## config.mk

```make
export PLATFORM = sky130hd
export DESIGN_NAME = led_pattern_sequencer
export DESIGN_NICKNAME = d
export VERILOG_FILES = /design/src/rtl/led_seq_pkg.sv /design/src/rtl/led_pattern_sequencer_pwm.sv /design/src/rtl/led_pattern_sequencer.sv
export SDC_FILE = /design/constraint.sdc
export NUM_CORES = 1
export LEC_CHECK = 0
export CAP_MARGIN = 20
export CELL_PAD_IN_SITES_DETAIL_PLACEMENT = 0
export CELL_PAD_IN_SITES_GLOBAL_PLACEMENT = 1
export CORE_AREA = 3 3 214 195
export DETAILED_ROUTE_END_ITERATION = 8
export DIE_AREA = 0 0 217 198
export DONT_BUFFER_PORTS = 1
export MAX_ROUTING_LAYER = met4
export PLACE_DENSITY_LB_ADDON = 0.15
export SYNTH_ARGS = -nofsm -noshare
export SYNTH_HDL_FRONTEND = slang
export SYNTH_SLANG_ARGS = --single-unit
```

## constraint.sdc

```tcl
create_clock -name ACLK -period 2.3 [get_ports ACLK]
set_input_delay 0 -clock ACLK [delete_from_list [all_inputs] [get_ports ACLK]]
set_output_delay 0 -clock ACLK [all_outputs]
set_load 0.005 [all_outputs]
```

## src/rtl/led_seq_pkg.sv

```systemverilog
// Shared constants for the LED pattern sequencer: register map, CTRL layout, FSM states.
package led_seq_pkg;

    localparam logic [3:0] ADDR_PAT0  = 4'd0;
    localparam logic [3:0] ADDR_CTRL  = 4'd8;
    localparam logic [3:0] ADDR_DWELL = 4'd9;
    localparam logic [3:0] ADDR_DUTY  = 4'd10;

    localparam int CTRL_ENABLE_BIT   = 0;
    localparam int CTRL_ONE_SHOT_BIT = 1;
    localparam int CTRL_LAST_LSB     = 4;
    localparam int CTRL_LAST_MSB     = 6;

    typedef enum logic [1:0] {
        IDLE = 2'd0,
        RUN  = 2'd1,
        DONE = 2'd2
    } seq_state_e;

    function automatic logic [31:0] ctrl_pack(input logic enable, input logic one_shot,
                                              input logic [2:0] last_idx);
        logic [31:0] word;
        word = 32'd0;
        word[CTRL_ENABLE_BIT] = enable;
        word[CTRL_ONE_SHOT_BIT] = one_shot;
        word[CTRL_LAST_MSB:CTRL_LAST_LSB] = last_idx;
        return word;
    endfunction

endpackage

```

## src/rtl/led_pattern_sequencer_pwm.sv

```systemverilog
// PWM dimmer: free-running counter, duty compare and the registered LED output stage.
module led_pwm_gen
    import led_seq_pkg::*;
#(
    parameter int NUM_LEDS = 4,
    parameter int PWM_BITS = 8
) (
    input  logic                clk,
    input  logic                rst_n,
    input  logic [PWM_BITS:0]   duty,
    input  logic [NUM_LEDS-1:0] pattern,
    input  logic                out_en,
    output logic [NUM_LEDS-1:0] led_out
);

    logic [PWM_BITS-1:0] pwm_cnt_r;
    logic                pwm_on_s;
    logic [NUM_LEDS-1:0] led_next_s;
    logic [NUM_LEDS-1:0] led_r;

    // Free-running PWM counter, wraps naturally.
    always_ff @(posedge clk or negedge rst_n) begin
        if (!rst_n) pwm_cnt_r <= '0;
        else        pwm_cnt_r <= pwm_cnt_r + PWM_BITS'(1);
    end

    // The extra duty bit lets 2^PWM_BITS mean always on.
    assign pwm_on_s = ({1'b0, pwm_cnt_r} < duty);

    // Next LED value: masked pattern while the sequencer is active.
    always_comb begin
        led_next_s = '0;
        if (out_en) led_next_s = pattern & {NUM_LEDS{pwm_on_s}};
        else        led_next_s = '0;
    end

    // Registered LED drive.
    always_ff @(posedge clk or negedge rst_n) begin
        if (!rst_n) led_r <= '0;
        else        led_r <= led_next_s;
    end

    assign led_out = led_r;

endmodule

```

## src/rtl/led_pattern_sequencer.sv

```systemverilog
// Pattern table + control registers, step FSM with dwell timer, registered read-back.
module led_pattern_sequencer
    import led_seq_pkg::*;
#(
    parameter int NUM_LEDS = 4,
    parameter int DEPTH    = 8,
    parameter int PWM_BITS = 8
) (
    input  logic                ACLK,
    input  logic                ARESETN,
    input  logic                cfg_wr_en,
    input  logic [3:0]          cfg_wr_addr,
    input  logic [31:0]         cfg_wr_data,
    input  logic [3:0]          cfg_rd_addr,
    output logic [31:0]         cfg_rd_data,
    output logic [NUM_LEDS-1:0] led_out,
    output logic [2:0]          seq_idx,
    output logic                seq_busy,
    output logic                wrap_pulse
);

    localparam int IDX_W = (DEPTH > 1) ? $clog2(DEPTH) : 1;

    logic [31:0]       pattern_r [DEPTH];
    logic              enable_r, one_shot_r;
    logic [2:0]        last_idx_r;
    logic [31:0]       dwell_r;
    logic [PWM_BITS:0] duty_r;

    seq_state_e  state_r, next_state_s;
    logic [2:0]  seq_idx_r, seq_idx_next_s;
    logic [31:0] dwell_cnt_r, dwell_cnt_next_s;
    logic        wrap_r, wrap_next_s, busy_r;
    logic [31:0] rd_data_r, rd_data_next_s;
    logic        pat_wr_s, ctrl_wr_s, restart_s, step_s, at_last_s;

    assign pat_wr_s  = cfg_wr_en && (cfg_wr_addr < 4'(DEPTH));
    assign ctrl_wr_s = cfg_wr_en && (cfg_wr_addr == ADDR_CTRL);
    assign restart_s = ctrl_wr_s && cfg_wr_data[CTRL_ENABLE_BIT];
    // >= so a DWELL shrunk below the running count steps on the next cycle.
    assign step_s    = (dwell_cnt_r >= dwell_r);
    assign at_last_s = (seq_idx_r >= last_idx_r);

    // Register file write port.
    always_ff @(posedge ACLK or negedge ARESETN) begin
        if (!ARESETN) begin
            for (int i = 0; i < DEPTH; i++) pattern_r[i] <= 32'd0;
            enable_r   <= 1'b0;
            one_shot_r <= 1'b0;
            last_idx_r <= 3'd0;
            dwell_r    <= 32'd0;
            duty_r     <= (PWM_BITS+1)'(1) << PWM_BITS;
        end else begin
            if (pat_wr_s) pattern_r[cfg_wr_addr[IDX_W-1:0]] <= cfg_wr_data;
            if (ctrl_wr_s) begin
                enable_r   <= cfg_wr_data[CTRL_ENABLE_BIT];
                one_shot_r <= cfg_wr_data[CTRL_ONE_SHOT_BIT];
                last_idx_r <= cfg_wr_data[CTRL_LAST_MSB:CTRL_LAST_LSB];
            end
            if (cfg_wr_en && (cfg_wr_addr == ADDR_DWELL)) dwell_r <= cfg_wr_data;
            if (cfg_wr_en && (cfg_wr_addr == ADDR_DUTY))  duty_r  <= cfg_wr_data[PWM_BITS:0];
        end
    end

    // FSM state register.
    always_ff @(posedge ACLK or negedge ARESETN) begin
        if (!ARESETN) state_r <= IDLE;
        else          state_r <= next_state_s;
    end

    // FSM next-state logic.
    always_comb begin
        next_state_s = state_r;
        case (state_r)
            IDLE: begin
                if (enable_r) next_state_s = RUN;
                else          next_state_s = IDLE;
            end
            RUN: begin
                if (!enable_r)                             next_state_s = IDLE;
                else if (step_s && at_last_s && one_shot_r) next_state_s = DONE;
                else                                       next_state_s = RUN;
            end
            DONE: begin
                if (restart_s)      next_state_s = RUN;
                else if (!enable_r) next_state_s = IDLE;
                else                next_state_s = DONE;
            end
            default: next_state_s = IDLE;
        endcase
    end

    // FSM outputs: index, dwell counter and wrap pulse.
    always_comb begin
        seq_idx_next_s   = seq_idx_r;
        dwell_cnt_next_s = dwell_cnt_r;
        wrap_next_s      = 1'b0;
        case (state_r)
            RUN: begin
                if (!enable_r) begin
                    seq_idx_next_s   = 3'd0;
                    dwell_cnt_next_s = 32'd0;
                end else if (step_s) begin
                    dwell_cnt_next_s = 32'd0;
                    if (at_last_s) begin
                        wrap_next_s = 1'b1;
                        if (one_shot_r) seq_idx_next_s = seq_idx_r;
                        else            seq_idx_next_s = 3'd0;
                    end else begin
                        seq_idx_next_s = seq_idx_r + 3'd1;
                    end
                end else begin
                    dwell_cnt_next_s = dwell_cnt_r + 32'd1;
                end
            end
            DONE: begin
                if (restart_s || !enable_r) begin
                    seq_idx_next_s   = 3'd0;
                    dwell_cnt_next_s = 32'd0;
                end else begin
                    seq_idx_next_s   = seq_idx_r;
                    dwell_cnt_next_s = dwell_cnt_r;
                end
            end
            default: begin
                seq_idx_next_s   = 3'd0;
                dwell_cnt_next_s = 32'd0;
            end
        endcase
    end

    // Sequencer datapath registers.
    always_ff @(posedge ACLK or negedge ARESETN) begin
        if (!ARESETN) begin
            seq_idx_r   <= 3'd0;
            dwell_cnt_r <= 32'd0;
            wrap_r      <= 1'b0;
            busy_r      <= 1'b0;
        end else begin
            seq_idx_r   <= seq_idx_next_s;
            dwell_cnt_r <= dwell_cnt_next_s;
            wrap_r      <= wrap_next_s;
            busy_r      <= (next_state_s == RUN);
        end
    end

    // Read mux; registered below so a same-cycle write is seen on the next read.
    always_comb begin
        rd_data_next_s = 32'd0;
        case (cfg_rd_addr)
            ADDR_CTRL:  rd_data_next_s = ctrl_pack(enable_r, one_shot_r, last_idx_r);
            ADDR_DWELL: rd_data_next_s = dwell_r;
            ADDR_DUTY:  rd_data_next_s = 32'(duty_r);
            default: begin
                if (cfg_rd_addr < 4'(DEPTH)) rd_data_next_s = pattern_r[cfg_rd_addr[IDX_W-1:0]];
                else                         rd_data_next_s = 32'd0;
            end
        endcase
    end

    // Registered read data.
    always_ff @(posedge ACLK or negedge ARESETN) begin
        if (!ARESETN) rd_data_r <= 32'd0;
        else          rd_data_r <= rd_data_next_s;
    end

    led_pwm_gen #(
        .NUM_LEDS (NUM_LEDS),
        .PWM_BITS (PWM_BITS)
    ) u_pwm (
        .clk     (ACLK),
        .rst_n   (ARESETN),
        .duty    (duty_r),
        .pattern (pattern_r[seq_idx_r[IDX_W-1:0]][NUM_LEDS-1:0]),
        .out_en  (state_r != IDLE),
        .led_out (led_out)
    );

    assign cfg_rd_data = rd_data_r;
    assign seq_idx     = seq_idx_r;
    assign seq_busy    = busy_r;
    assign wrap_pulse  = wrap_r;

endmodule

```

==> run summary <==
The flow ran to the end, but the final reports show violations. The final reports fail on hold timing, slew limit, setup timing. Across all layers, the routed design uses 11200 vias. The first detailed-routing pass ran for 5 iterations.

The clock net in this run drives a total of 385 sinks. The average instance in the mapped netlist occupies 13.5 µm². Traced cell by cell, the critical path runs through inv_1 > ha_1 > and4_1 > a221o_1 > a2111o_1 > or2_1 > or3_1 > mux2i_1. For this run, the number of Yosys warnings is 0. The remaining routing DRC violations came out at 0. After clock tree synthesis, the clock-pin slew on the worst setup and hold paths is 0.06 ns. TritonCTS built the clock tree. Power per unit of standard cell area: 882 mW/mm². The actual transition at the worst max-transition pin was 1.97 ns; the post-synthesis net count was 1411. The portion of synthesized cell area occupied by the leading cell type was 0.540; the number of instances in the synthesized netlist was 1323.

The type of element launching the critical path is a register. The tools report the global routing met3 resource utilization as 0.0336. The relative slew slack was -0.316; the number of design-rule violations left by the first detailed-router iteration was 756.

The worst setup margin is -0.250 ns. The initialized floorplan defines 69 standard-cell rows. The placer congestion estimate came out at 0.820. For this design the total switching power over the nets is 4670 µW. The logs give 0.297 for the met1 track demand over resource in global routing and 42 for the clock buffer count from CTS. The dominant cell by count in the synthesized netlist is dfrtp_1. Worst hold slack: -0.862 ns. After clock tree synthesis, the flow added hold-fix buffers numbering 57.

The power share of the combinational group is 0.169, and the area enclosed by the die boundary is 0.0430 mm². The area growth from synthesis to layout is 20.5%. The number of unique standard cell types used by synthesis was 57; the I/O pin total was 84. For the maximum ir drop on the vdd rail, the log shows 0.523 mV.

Before CTS, the worst setup slack after placement is -0.352 ns. The tool flagged a number of max-cap violations equal to 0. The die is 217 µm wide. Wire length of the first global-routing pass: 71700 µm.

The via density per instance was 5.50; the sequential cell area in the final layout was 0.00964 mm². Setup repair after global routing could not meet its margin everywhere. Class of the most critical hold timing path: in2async. The height of the die is 198 µm.

The part of the power in registers was 0.468; the static leakage power was 0.00939 µW. The proportion of register bits with asynchronous set or reset after synthesis was 1.00; the data arrival time of the critical path was 3.02 ns. The internal power of the cells totals 14200 µW. The fraction of power spent switching nets came out at 0.247.

met2 is the most crowded layer. The multi-input combinational cells in the finished layout cover a total of 0.00800 mm². The part of the power in the clock network was 0.363; the number of antenna violations at the first check in global routing was 4. The clock passes through at most 3 buffers. Summed over all layers, the global routing overflow is 0.

In the synthesized netlist, the cells that appear most often are 384 x dfrtp_1, 262 x mux2_2, 95 x nand2_1. The critical path's largest stage delay came out at 0.49 ns. Fill cells in the final layout number 3383. The tools report the area inside the core boundary as 0.0395 mm². Clock network latency to the later pin of the worst-skew pair: 0.56 ns. For the largest clock skew in the final design, the log shows 0.0170 ns. STA puts the critical path data required time at 2.77 ns. The quantity of I/O buffers inserted on ports was 0; the peak fanout along the critical path was 4. The largest total area in the synthesized netlist belongs to dfrtp_1. Kind of capture point of the worst setup path: a register. For the number of levels the H-tree was split into, the log shows 2. Entering global routing, the biggest net connects 386 pins. The synthesized flop and latch total was 385; the HPWL after detailed placement was 25600 µm. Final critical delay including setup and external delays: 2.55 ns. The tools report the clock tree root buffer cell as clkbuf_16. The run gives 18900 µW as the overall power of the completed layout. For the initial cell density of the core, the log shows 0.450. Critical path's slowest cell: a2111o_1. The critical path in this run is classified as reg2reg. Fraction of the cycle the final worst path needs: 1.11. The number of global-route vias before repair came out at 11900.

The final number of hold-violating endpoints was 387. At the end of the flow, the number of nets in the layout was 1549. The final routed wire length divided by cell count works out to 22.5 µm. For this run, the leading register cell type out of synthesis is dfrtp_1. Based on the critical path, the design can be clocked at up to 392 MHz. Sorting the synthesized cells by area gives the leading types as dfrtp_1 54%, mux2_2 17%, mux4_2 9.1%, ha_1 3.2%, o21ai_0 2.3%. The fraction of final layout cells sized beyond drive strength 1 is 0.385, and the number of nets with antenna violations after detailed routing is 0. The global routing usage on met2 is 0.366, and the number of synthesized flops with an enable pin is 0. The proportion of synthesized chip area in sequential cells is 0.541. The final layout contains routed wiring with a total length of 45800 µm. Setup violations remaining at the end of the flow were counted as 39.

The total global routing track utilization is 0.226. For the number of max-slew violations in the final report, the log shows 229. Netlist area before placement: 0.0178 mm².
metrics by stage:
step	area (µm²)	util	setup TNS (ns)	std cells
final	21400	0.542	-7.30	2029
after global routing	21400	0.542	-11.49	2029
after floorplan	17800	-	-0.258	1323
after detailed placement	19100	0.483	-9.19	1883
after global placement	19100	0.483	-8.45	1883
after CTS	21200	0.536	-9.48	2018
cell type report:
type	count	share of cell area
clock inverters	12	0.00665
diodes	4	0.000467
multi-input cells	814	0.373
repair buffers	170	0.0728
inverters	48	0.00840
clock buffers	64	0.0585
flip-flops and latches	385	0.449
well taps	532	0.0310
placed cells by master, fill, tap and decap left out, types with 34 or more instances in the layout:
cell | netlist | final
o21ai_0 | 83 | 81
mux4_2 | 72 | 72
ha_1 | 45 | 34
dfrtp_1 | 384 | 384
dlygate4sd3_1 | 0 | 52
clkbuf_16 | 0 | 43
buf_4 | 0 | 104
nand2_1 | 95 | 91
inv_1 | 48 | 38
mux2_2 | 262 | 262
mux2i_1 | 39 | 39
power by group through the flow:
stage               combinational [µW]  sequential (µW)  clock [µW]
floorplan                         2260             8720           0
global placement                  2730             8900           0
detailed placement                2800             8950           0
CTS                               3130             8840        7050
global route                      3530             9020        7310
finish                            3200             8850        6870
kinds of logic after synthesis:
group | Yosys count | share of synthesized area
DFF | 385 | 0.541
and+or+nand+nor | 228 | 0.0611
muxes | 373 | 0.279
adders and majority gates | 45 | 0.0316
AOI/OAI and AO/OA | 143 | 0.0480
xor gates and xnor gates | 25 | 0.0123
buffers and inverters | 124 | 0.0269
final timing paths:
path,start,end,slack (ns),cells past startpoint
hold / removal,ARESETN,pattern_r[231],-0.86,0
max in group asynchronous,ARESETN,pattern_r[121],1.58,0
hold reg to reg,u_pwm.pwm_cnt_r[7],u_pwm.pwm_cnt_r[7],0.50,1
setup reg to reg,dwell_r[20],dwell_cnt_r[5],-0.25,8
setup / recovery,dwell_r[20],dwell_cnt_r[5],-0.25,8
min in group ACLK,cfg_rd_addr[0],cfg_rd_data[2],-0.05,3
state kept, by name (all words and copies together), names as in the netlist:
register         cells
seq_idx              3
dwell_cnt_r         32
enable_r             1
seq_busy             1
state_r              2
wrap_pulse           1
cfg_rd_data         32
pattern_r          256
one_shot_r           1
u_pwm.led_out        4
u_pwm.pwm_cnt_r      8
dwell_r             32
duty_r               9
last_idx_r           3
worst max-delay path: cells and delay by family, from the launching register on:
| kind | cells | cell delay [ns] |
|---|---|---|
| simple gates | 3 | 0.79 |
| compound gates | 2 | 0.85 |
| fa+ha+maj | 1 | 0.22 |
| flops | 1 | 0.37 |
| mux | 1 | 0.13 |
| buf+inv | 1 | 0.08 |
repair_timing:
item,in CTS,in global routing
gates cloned,0,1
resized for setup,15,39
setup buffers,2,7
hold endpoints to repair,728,385
setup endpoints to repair,39,40
pin swaps,9,11
layer usage:
layer / share of wire / vias up
met4: 0.029 / 0
met3: 0.033 / 73
met1: 0.46 / 5777
met2: 0.48 / 197
met5: 0 / -
li1: - / 5105
Power figures use the tool's default switching activity.
